<file path="src/rtl/branch_sched_if.sv">
// Handshake and data bundle between ID, the branch scheduler and fetch.
// The master side drives branch/operand/redirect-ready inputs; the slave side is the scheduler.
interface branch_sched_if;
  logic        flush;
  logic        br_valid;
  logic        br_ready;
  logic [2:0]  br_op;
  logic [31:0] br_pc;
  logic [15:0] br_offset;
  logic        opnd_ready;
  logic [31:0] rs_val;
  logic [31:0] rt_val;
  logic        ds_valid;
  logic        stall_id;
  logic        br_resolved;
  logic        br_taken;
  logic        redir_valid;
  logic        redir_ready;
  logic [31:0] redir_pc;
  logic [15:0] taken_cnt;
  logic [15:0] ntaken_cnt;

  modport master (
    output flush, br_valid, br_op, br_pc, br_offset, opnd_ready, rs_val, rt_val,
           ds_valid, redir_ready,
    input  br_ready, stall_id, br_resolved, br_taken, redir_valid, redir_pc,
           taken_cnt, ntaken_cnt
  );

  modport slave (
    input  flush, br_valid, br_op, br_pc, br_offset, opnd_ready, rs_val, rt_val,
           ds_valid, redir_ready,
    output br_ready, stall_id, br_resolved, br_taken, redir_valid, redir_pc,
           taken_cnt, ntaken_cnt
  );
endinterface

</file>
<file path="src/rtl/branch_sched.sv">
// Branch resolution scheduler: waits for operands, evaluates the condition, lets the
// delay slot through, then holds a redirect to fetch. Keeps wrapping outcome counters.
//
// state | meaning
// IDLE  | ready to accept a branch from ID
// OPND  | branch held, waiting for forwarded operands (ID stalled)
// DSLOT | taken branch resolved, waiting for the delay slot to reach ID
// REDIR | redirect presented to fetch until accepted (ID stalled)
module branch_sched (
  input  logic          clk,
  input  logic          rst,
  branch_sched_if.slave br
);

  typedef enum logic [1:0] {IDLE, OPND, DSLOT, REDIR} state_t;

  state_t      state_q, state_d;
  logic [2:0]  op_q, op_d;
  logic [31:0] target_q, target_d;
  logic        br_resolved_q, br_resolved_d;
  logic        br_taken_q, br_taken_d;
  logic [15:0] taken_cnt_q, taken_cnt_d;
  logic [15:0] ntaken_cnt_q, ntaken_cnt_d;

  logic        br_ready_w;
  logic        accept;
  logic        eval_en;
  logic [2:0]  eval_op;
  logic        cond;
  logic        eq, zero, neg;

  assign br_ready_w = (state_q == IDLE) & ~br.flush & ~rst;
  assign accept     = br.br_valid & br_ready_w;
  // In IDLE the branch is evaluated straight off the ID bus; later from the captured op.
  assign eval_op    = (state_q == IDLE) ? br.br_op : op_q;
  assign eval_en    = br.opnd_ready & ~br.flush & (accept | (state_q == OPND));

  assign eq   = (br.rs_val == br.rt_val);
  assign zero = (br.rs_val == 32'd0);
  assign neg  = br.rs_val[31];

  always_comb begin
    cond = 1'b0;
    case (eval_op)
      3'b000:  cond = eq;
      3'b001:  cond = ~eq;
      3'b010:  cond = neg | zero;
      3'b011:  cond = ~neg & ~zero;
      3'b100:  cond = neg;
      3'b101:  cond = ~neg;
      3'b110:  cond = 1'b1;
      default: cond = 1'b0;
    endcase
  end

  always_comb begin
    state_d       = state_q;
    op_d          = op_q;
    target_d      = target_q;
    br_resolved_d = 1'b0;
    br_taken_d    = br_taken_q;
    taken_cnt_d   = taken_cnt_q;
    ntaken_cnt_d  = ntaken_cnt_q;

    case (state_q)
      IDLE: begin
        if (accept) begin
          op_d = br.br_op;
          // Only the target is needed later, so pc/offset are kept in that form.
          target_d = br.br_pc + 32'd4 + {{14{br.br_offset[15]}}, br.br_offset, 2'b00};
          if (br.opnd_ready) state_d = cond ? DSLOT : IDLE;
          else               state_d = OPND;
        end
      end
      OPND: begin
        if (br.opnd_ready) state_d = cond ? DSLOT : IDLE;
      end
      DSLOT: begin
        if (br.ds_valid) state_d = REDIR;
      end
      REDIR: begin
        if (br.redir_ready) state_d = IDLE;
      end
      default: state_d = IDLE;
    endcase

    if (eval_en) begin
      br_resolved_d = 1'b1;
      br_taken_d    = cond;
      if (cond) taken_cnt_d  = taken_cnt_q + 16'd1;
      else      ntaken_cnt_d = ntaken_cnt_q + 16'd1;
    end

    if (br.flush) state_d = IDLE;
  end

  always_ff @(posedge clk or posedge rst) begin
    if (rst) begin
      state_q       <= IDLE;
      op_q          <= 3'd0;
      target_q      <= 32'd0;
      br_resolved_q <= 1'b0;
      br_taken_q    <= 1'b0;
      taken_cnt_q   <= 16'd0;
      ntaken_cnt_q  <= 16'd0;
    end else begin
      state_q       <= state_d;
      op_q          <= op_d;
      target_q      <= target_d;
      br_resolved_q <= br_resolved_d;
      br_taken_q    <= br_taken_d;
      taken_cnt_q   <= taken_cnt_d;
      ntaken_cnt_q  <= ntaken_cnt_d;
    end
  end

  assign br.br_ready    = br_ready_w;
  assign br.stall_id    = (state_q == OPND) | (state_q == REDIR);
  assign br.redir_valid = (state_q == REDIR);
  assign br.redir_pc    = target_q;
  assign br.br_resolved = br_resolved_q;
  assign br.br_taken    = br_taken_q;
  assign br.taken_cnt   = taken_cnt_q;
  assign br.ntaken_cnt  = ntaken_cnt_q;

endmodule

</file>
<file path="src/flat_wrapper.sv">
// flat-port wrapper written by rule: the top's interface ports become plain ports
module branch_sched_flat 
  (clk, rst, br_flush, br_br_valid, br_br_op, br_br_pc, br_br_offset, br_opnd_ready, br_rs_val, br_rt_val, br_ds_valid, br_redir_ready, br_br_ready, br_stall_id, br_br_resolved, br_br_taken, br_redir_valid, br_redir_pc, br_taken_cnt, br_ntaken_cnt);
  branch_sched_if br_i ();
  input  logic clk;
  input  logic rst;
  input wire logic [$bits(br_i.flush)-1:0] br_flush;
  input wire logic [$bits(br_i.br_valid)-1:0] br_br_valid;
  input wire logic [$bits(br_i.br_op)-1:0] br_br_op;
  input wire logic [$bits(br_i.br_pc)-1:0] br_br_pc;
  input wire logic [$bits(br_i.br_offset)-1:0] br_br_offset;
  input wire logic [$bits(br_i.opnd_ready)-1:0] br_opnd_ready;
  input wire logic [$bits(br_i.rs_val)-1:0] br_rs_val;
  input wire logic [$bits(br_i.rt_val)-1:0] br_rt_val;
  input wire logic [$bits(br_i.ds_valid)-1:0] br_ds_valid;
  input wire logic [$bits(br_i.redir_ready)-1:0] br_redir_ready;
  output wire logic [$bits(br_i.br_ready)-1:0] br_br_ready;
  output wire logic [$bits(br_i.stall_id)-1:0] br_stall_id;
  output wire logic [$bits(br_i.br_resolved)-1:0] br_br_resolved;
  output wire logic [$bits(br_i.br_taken)-1:0] br_br_taken;
  output wire logic [$bits(br_i.redir_valid)-1:0] br_redir_valid;
  output wire logic [$bits(br_i.redir_pc)-1:0] br_redir_pc;
  output wire logic [$bits(br_i.taken_cnt)-1:0] br_taken_cnt;
  output wire logic [$bits(br_i.ntaken_cnt)-1:0] br_ntaken_cnt;
  assign br_i.flush = br_flush;
  assign br_i.br_valid = br_br_valid;
  assign br_i.br_op = br_br_op;
  assign br_i.br_pc = br_br_pc;
  assign br_i.br_offset = br_br_offset;
  assign br_i.opnd_ready = br_opnd_ready;
  assign br_i.rs_val = br_rs_val;
  assign br_i.rt_val = br_rt_val;
  assign br_i.ds_valid = br_ds_valid;
  assign br_i.redir_ready = br_redir_ready;
  assign br_br_ready = br_i.br_ready;
  assign br_stall_id = br_i.stall_id;
  assign br_br_resolved = br_i.br_resolved;
  assign br_br_taken = br_i.br_taken;
  assign br_redir_valid = br_i.redir_valid;
  assign br_redir_pc = br_i.redir_pc;
  assign br_taken_cnt = br_i.taken_cnt;
  assign br_ntaken_cnt = br_i.ntaken_cnt;
  branch_sched u_core (.clk(clk), .rst(rst), .br(br_i));
endmodule
</file>
<file path="config.mk">
export PLATFORM = sky130hd
export DESIGN_NAME = branch_sched_flat
export DESIGN_NICKNAME = d
export VERILOG_FILES = /design/src/rtl/branch_sched_if.sv /design/src/rtl/branch_sched.sv /design/src/flat_wrapper.sv
export SDC_FILE = /design/constraint.sdc
export NUM_CORES = 1
export LEC_CHECK = 0
export ABC_AREA = 1
export CORE_MARGIN = 1.5
export CORE_UTILIZATION = 43
export CTS_CLUSTER_DIAMETER = 60
export CTS_CLUSTER_SIZE = 28
export DETAILED_ROUTE_END_ITERATION = 12
export GPL_TIMING_DRIVEN = 1
export PLACE_DENSITY = 0.87
export SLEW_MARGIN = 40
export SYNTH_ARGS = -nofsm -noshare
export SYNTH_HDL_FRONTEND = slang
export SYNTH_SLANG_ARGS = --single-unit
export TNS_END_PERCENT = 10
</file>
<file path="constraint.sdc">
create_clock -name clk -period 2.05 [get_ports clk]
set_input_delay 0.41 -clock clk [delete_from_list [all_inputs] [get_ports clk]]
set_output_delay 0.41 -clock clk [all_outputs]
set_load 0.02 [all_outputs]
</file>
==> out/metrics.csv, run 1 <==
stage,metric,value,unit
synth,Unique masters post-synth,40,
synth,leading register cell type out of synthesis,dfrtp_1,
global_route,vias in the first global route,7512,
final_layout,# diodes,0,
global_route,antenna violations before repair,0,
route,drt total wl,29400,µm
cts,clock transition at the registers of the reported paths,60,ps
die,Rows,44,
power,peak supply drop,551,µV
synth,"top cells by area, synth","dfrtp_1 (28%), nand2_1 (17%), ha_1 (12%)",
cts,CTS max path bufs,2,
power,sequential power share,23.0,%
cts,CTS buffer count,9,
setup_path,"slowest stage cell, crit path",xnor2_1,
sta,RSZ-0062 raised after global routing,yes,
route,Vias/cell,5.86,
placement,dpl hpwl,15100,µm
global_route,grt total ovfl,0,
die,IO Count,191,
outcome,failing checks,negative setup slack,
global_route,GRT met3 Usage,6.73,%
route,DR WL/cell,20.8,µm
synth,Seq cells post-synth,71,
power,Combinational Power Share,59.2,%
cts,H-tree depth,3,
power,Switching Fraction,43.4,%
final_layout,fraction of final layout cells sized beyond drive strength 1,31.1,%
final_layout,fill count,839,
power,leakage power figure,5.51,nW
setup_path,WS Path Type,input pin to flip-flop,
setup_path,CP max FO,4,
final_layout,multi-input logic area,5540,µm²
sta,Tightest Pin Transition,669,ps
placement,post-place setup slack,-881,ps
sta,Fin. Hold Viols,0,
power,NetSw,4.04,mW
outcome,status,finished with violations,
route,First DRT Iteration DRCs,1076,
sta,"Setup violations, final",19,
synth,Async SR Flop Fraction,100,%
synth,Syn Inst Count,911,
die,initial cell density of the core,43.7,%
sta,Slew Limit Fails,0,
global_route,Total GRT Usage,30.4,%
setup_path,worst reg2reg setup slack,120,ps
placement,Placed Cells incl. Taps,1367,
final_layout,area delta synth->final,79.5,%
synth,register area share after synthesis,28.2,%
setup_path,Critical Path RT,2230,ps
sta,relative slew slack,55.1,%
setup_path,CP cell instances,dlygate4sd2_1 > ha_4 > ha_4 > buf_6 > nand3_2 > nand3_2 > nand4_1 > nand2_2 > buf_4 > buf_4 > xnor2_1 > o21ai_0,
sta,clk_skew,11.7,ps
setup_path,Critical Path End Type,flip-flop,
final_layout,post-route insts no fill,1410,
cts,Root Driver,clkbuf_16,
synth,"Net Count, Synth",1093,
global_route,largest net degree at the start of global routing,50,
die,Die Area,15400,µm²
global_route,first-pass GRT wire length,36200,µm
power,overall power,9.30,mW
synth,"area leader, netlist",dfrtp_1,
route,DR DRC count,0,
synth,average size of a mapped cell,6.91,µm²
global_route,grt met2 use,53.5,%
global_route,GRT busiest layer,met2,
die,Die Wd,124,µm
final_layout,"commonest non-fill, non-tap cell in the layout",nand2_1,
sta,hold_ws,437,ps
cts,Skew-Pair Late Insertion Delay,350,ps
synth,number of synthesized flops with an enable pin,0,
die,Die H,124,µm
synth,warnings from Yosys,0,
global_route,met1 Use GR,34.3,%
sta,final worst setup slack,-596,ps
sta,period utilisation layout,129,%
die,core area,14400,µm²
synth,Synth top area share,28.2,%
setup_path,largest stage delay on the critical path,530,ps
setup_path,critical path arrival,2820,ps
placement,Placer Congestion,0.944,
route,Final ANT Viol Nets,0,
run,maxcap violations,0,
power,clock power share,17.8,%
final_layout,# nets final,1403,
hold_path,HP Class,input pin to flip-flop,
cts,clock tree from TritonCTS,built,
cts,clk sinks,71,
cts,Post-CTS Hold Fix Bufs,0,
placement,Port Buf Inserts,190,
route,router iterations before antenna repair,5,
final_layout,register area,1780,µm²
sta,final period demand of the worst path,2650,ps
synth,synthesized area,6300,µm²
power,P_int,5.26,mW
power,PD cells,823,nW/µm²
route,via count,8263,
sta,Max Clk Rate,0.378,GHz
setup_path,Setup crit start kind,input pin,
final_layout,most frequent cells in the layout,"nand2_1 (253), buf_4 (112), clkdlybuf4s50_1 (110)",
final_layout,Layout Utilization,78.4,%
[routing by layer]
layer / vias to the layer above / part of all wire [%]
li1: 3583 / -
met1: 3858 / 35
met2: 630 / 49
met3: 192 / 9.8
met4: 0 / 6.5
met5: - / 0
[flip-flops by register name, summed over array words and instances, names as in the netlist]
signal	flops
u_core.br.br_resolved	1
u_core.br.br_taken	1
u_core.br.ntaken_cnt	16
u_core.br.redir_pc	32
u_core.br.taken_cnt	16
u_core.op_q	3
u_core.state_q	2
[final timing paths]
kind	start	end	depth (start not counted)
worst min register to register	u_core.op_q[1]	u_core.op_q[1]	2
worst min-delay path	br_br_pc[2]	u_core.br.redir_pc[2]	4
worst max register to register	u_core.state_q[1]	u_core.br.taken_cnt[10]	13
worst max-delay path	br_br_pc[5]	u_core.br.redir_pc[11]	12
max in group asynchronous	rst	u_core.br.taken_cnt[10]	4
min in group asynchronous	rst	u_core.br.redir_pc[28]	4
[worst max-delay path, delay by kind of cell]
kind | cells | cell delay [ps]
AO/OA/AOI/OAI | 1 | 260
XOR/XNOR | 1 | 530
adder cells (fa/ha/maj) | 2 | 520
buffers and inverters | 4 | 710
AND/OR/NAND/NOR | 4 | 380
[power groups by stage]
stage | combinational (mW) | clock, mW | sequential (mW)
after floorplan | 1.74 | 0 | 2.53
after global placement | 4.12 | 0 | 2.12
after detailed placement | 4.20 | 0 | 2.11
after CTS | 4.61 | 1.66 | 2.09
after global routing | 5.78 | 1.73 | 2.19
final | 5.51 | 1.65 | 2.14
[logic make-up after synthesis]
kind of cell / synth area share [%]
flip-flops: 28.2
XOR/XNOR: 9.59
buffers and inverters: 8.10
AND/OR/NAND/NOR: 34.2
adder cells (fa/ha/maj): 12.0
AO/OA/AOI/OAI: 7.87
[cell type report]
class / count / area share [%]
clock buffers: 11 / 2.15
clock inverters: 5 / 0.498
inverters: 113 / 3.81
multi-input cells: 713 / 49.0
flip-flops and latches: 71 / 15.7
well taps: 184 / 2.04
repair buffers: 313 / 26.8
[synth_stat cells, drive strengths merged (2+ instances only)]
library cell / instances
ha: 59
buf: 7
nor3: 27
nand3: 72
o21ai: 39
xnor2: 45
nand2: 292
a21o: 3
a31o: 2
xor2: 24
clkbuf: 9
dfrtp: 71
a21boi: 3
a21oi: 33
inv: 113
nor2: 69
o21bai: 4
nand4: 23
nand3b: 8
[stage by stage]
stage / area, µm² / setup TNS [ps]
3_5_place_dp: 9200 / -24170
6_report: 11300 / -2760
4_1_cts: 10500 / -721
3_3_place_gp: 9200 / -20560
5_1_grt: 11300 / -3580
2_1_floorplan: 6340 / -158
[timing repair]
item / in CTS / in global routing
gates cloned: 0 / 3
resized for setup: 189 / 205
buffers inserted: 16 / 10
setup endpoints to repair: 26 / 56
pin swaps: 63 / 87
Note: power is estimated with default switching activity, not from simulation.
==> run 2, diff against run 1 <==
--- a/config.mk
+++ b/config.mk
@@ -6,13 +6,12 @@
 export NUM_CORES = 1
 export LEC_CHECK = 0
 export ABC_AREA = 1
-export CORE_MARGIN = 1.5
-export CORE_UTILIZATION = 43
-export CTS_CLUSTER_DIAMETER = 60
+export CORE_MARGIN = 2
+export CORE_UTILIZATION = 35
 export CTS_CLUSTER_SIZE = 28
 export DETAILED_ROUTE_END_ITERATION = 12
 export GPL_TIMING_DRIVEN = 1
-export PLACE_DENSITY = 0.87
+export PLACE_DENSITY = 0.75
 export SLEW_MARGIN = 40
 export SYNTH_ARGS = -nofsm -noshare
 export SYNTH_HDL_FRONTEND = slang
==> run 2 against run 1 <==
Non-clock buffer count is 6 lower. Wire length decreased by 19%. Hold slack improved by 18 ps. Highest routed layer unchanged. Die area is 24% higher. First-iteration DRC count decreased by 64%. Register-to-register slack better by 30 ps. Clock power fell by 3%. The flow still finishes with violations (negative setup slack). Utilization shrank 16 points. Sequential share of layout area increased by 0.27 points.
==> out/metrics.csv, run 2 (synthesized netlist as in run 1, its figures left out) <==
stage,metric,value,unit,change
outcome,status,finished with violations,,
outcome,failing checks,negative setup slack,,
cts,clk sinks,71,,unchanged
die,initial cell density of the core,35.4,%,-8.2 points
placement,Port Buf Inserts,190,,unchanged
setup_path,critical path arrival,2350,ps,-470 ps
final_layout,area delta synth->final,76.5,%,
global_route,largest net degree at the start of global routing,50,,unchanged
sta,clk_skew,8.18,ps,-3.51 ps
route,First DRT Iteration DRCs,387,,-64%
run,maxcap violations,0,,unchanged
die,Die H,138,µm,+11%
global_route,grt total ovfl,0,,unchanged
route,Vias/cell,5.16,,-12%
sta,Max Clk Rate,0.473,GHz,+25%
cts,H-tree depth,3,,unchanged
global_route,antenna violations before repair,1,,+1
sta,final period demand of the worst path,2110,ps,-533 ps
final_layout,most frequent cells in the layout,"nand2_1 (254), clkdlybuf4s50_1 (143), buf_4 (105)",,
cts,Post-CTS Hold Fix Bufs,0,,unchanged
setup_path,"slowest stage cell, crit path",ha_4,,
route,DR WL/cell,16.5,µm,-21%
setup_path,largest stage delay on the critical path,280,ps,-250 ps
placement,Placer Congestion,0.979,,+3.7%
cts,Root Driver,clkbuf_16,,
die,IO Count,191,,unchanged
setup_path,CP bufs+invs,3,,-1
power,Switching Fraction,41.8,%,-1.6 points
setup_path,Setup crit start kind,input pin,,
power,PD cells,786,nW/µm²,-4.5%
sta,setup TNS,-169,ps,+2590 ps
sta,Tightest Pin Transition,510,ps,-159 ps
cts,CTS buffer count,9,,unchanged
sta,Fin. Hold Viols,0,,unchanged
route,DR DRC count,0,,unchanged
sta,RSZ-0062 raised after global routing,yes,,
sta,period utilisation layout,103,%,-26 points
power,sequential power share,24.6,%,+1.6 points
die,core area,17800,µm²,+23%
global_route,first-pass GRT wire length,33800,µm,-6.6%
final_layout,# nets final,1396,,-0.50%
setup_path,WS Path Type,input pin to flip-flop,,
route,Final ANT Viol Nets,0,,unchanged
power,NetSw,3.65,mW,-9.5%
sta,final worst setup slack,-63.4,ps,+533 ps
placement,dpl hpwl,15400,µm,+1.7%
route,router iterations before antenna repair,8,,+3
power,P_int,5.09,mW,-3.3%
final_layout,fraction of final layout cells sized beyond drive strength 1,28.7,%,-2.4 points
final_layout,"commonest non-fill, non-tap cell in the layout",nand2_1,,
cts,clock transition at the registers of the reported paths,60,ps,about the same
sta,Slew Limit Fails,0,,unchanged
die,Die Wd,138,µm,+11%
cts,Skew-Pair Late Insertion Delay,340,ps,about the same
setup_path,Critical Path RT,2290,ps,+60 ps
final_layout,Layout Utilization,62.5,%,-16 points
sta,relative slew slack,66.0,%,+11 points
die,Die Area,19100,µm²,+24%
route,via count,7475,,-9.5%
global_route,vias in the first global route,7030,,-6.4%
power,Combinational Power Share,57.2,%,-2.0 points
sta,"Setup violations, final",5,,-14
setup_path,CP max FO,7,,+3
setup_path,Critical Path End Type,flip-flop,,
cts,clock tree from TritonCTS,built,,
final_layout,max reg flops,32,,unchanged
global_route,Total GRT Usage,21.4,%,-9.1 points
cts,CTS max path bufs,2,,unchanged
die,Rows,49,,+11%
setup_path,CP cell instances,buf_4 > buf_16 > ha_4 > ha_4 > a21oi_4 > o21ai_4 > o21bai_1 > inv_1 > nor2_1 > nor2_1 > nand3_1 > nand3_2 > nand2_1,,
power,clock power share,18.3,%,+0.5 points
hold_path,HP Class,input pin to flip-flop,,
setup_path,CP top delay family,simple AND/OR/NAND/NOR gates,,
power,leakage power figure,5.21,nW,-5.3%
power,peak supply drop,662,µV,+20%
route,drt total wl,23800,µm,-19%
[run 2: final cells by class]
cell class              count  area [µm²]
clock inverters             6        62.6
multi-input cells         712        5420
diodes                      1        2.50
repair buffers            307        2910
flip-flops and latches     71        1780
inverters                 113         437
fillers                  1410        6660
well taps                 229         287
clock buffers               9         225
[run 2: timing repair]
| item | 4_1_cts | 5_1_grt |
|---|---|---|
| cloned | 1 | 1 |
| gates resized for setup | 138 | 186 |
| pin swaps | 33 | 63 |
| endpoints found under the setup margin | 26 | 58 |
| setup buffers | 8 | 17 |
[run 2: per-stage QoR]
stage               total power [mW]  instance area [µm²]  std cells  hold WS [ps]  setup slack, ps
floorplan                       4.28                 6340        911           449            -71.2
global placement                6.22                 9190       1405           463             -833
detailed placement              6.28                 9190       1405           469             -816
CTS                             8.16                10200       1429           487             -137
global route                    9.22                11100       1447           486             -120
finish                          8.74                11100       1448           455            -63.4
[run 2: final timing paths]
path / cells after the start / startpoint / to / slack (ps)
setup / recovery: 13 / br_br_offset[15] / u_core.br.redir_pc[29] / -60
hold / removal: 4 / br_br_pc[2] / u_core.br.redir_pc[2] / 460
setup reg to reg: 9 / u_core.state_q[1] / u_core.br.taken_cnt[1] / 150
hold reg to reg: 2 / u_core.br.redir_pc[23] / u_core.br.redir_pc[23] / 480
max in group asynchronous: 3 / rst / u_core.br.taken_cnt[9] / 1110
min in group asynchronous: 3 / rst / u_core.br.redir_pc[0] / 510
[run 2: power by group through the flow]
stage | Sequential, mW | Combinational, mW | Clock (mW)
2_1_floorplan | 2.53 | 1.74 | 0
3_3_place_gp | 2.15 | 4.07 | 0
3_5_place_dp | 2.15 | 4.14 | 0
4_1_cts | 2.14 | 4.42 | 1.61
5_1_grt | 2.20 | 5.36 | 1.66
6_report | 2.15 | 5.00 | 1.60
[run 2: metal layers]
metal	wire length, µm	track usage, %
met5	0	0
met2	11900	38.3
met4	1030	5.85
met1	9700	26.6
met3	1240	3.46
[run 2: worst register-to-register path, stage by stage, from the launching register on]
cell,delay [ps]
dfrtp_1,430
inv_2,100
nand2_2,100
nor3_2,190
buf_4,150
nand2_2,80
a21oi_4,310
buf_4,280
nand3_1,100
nand2_1,80
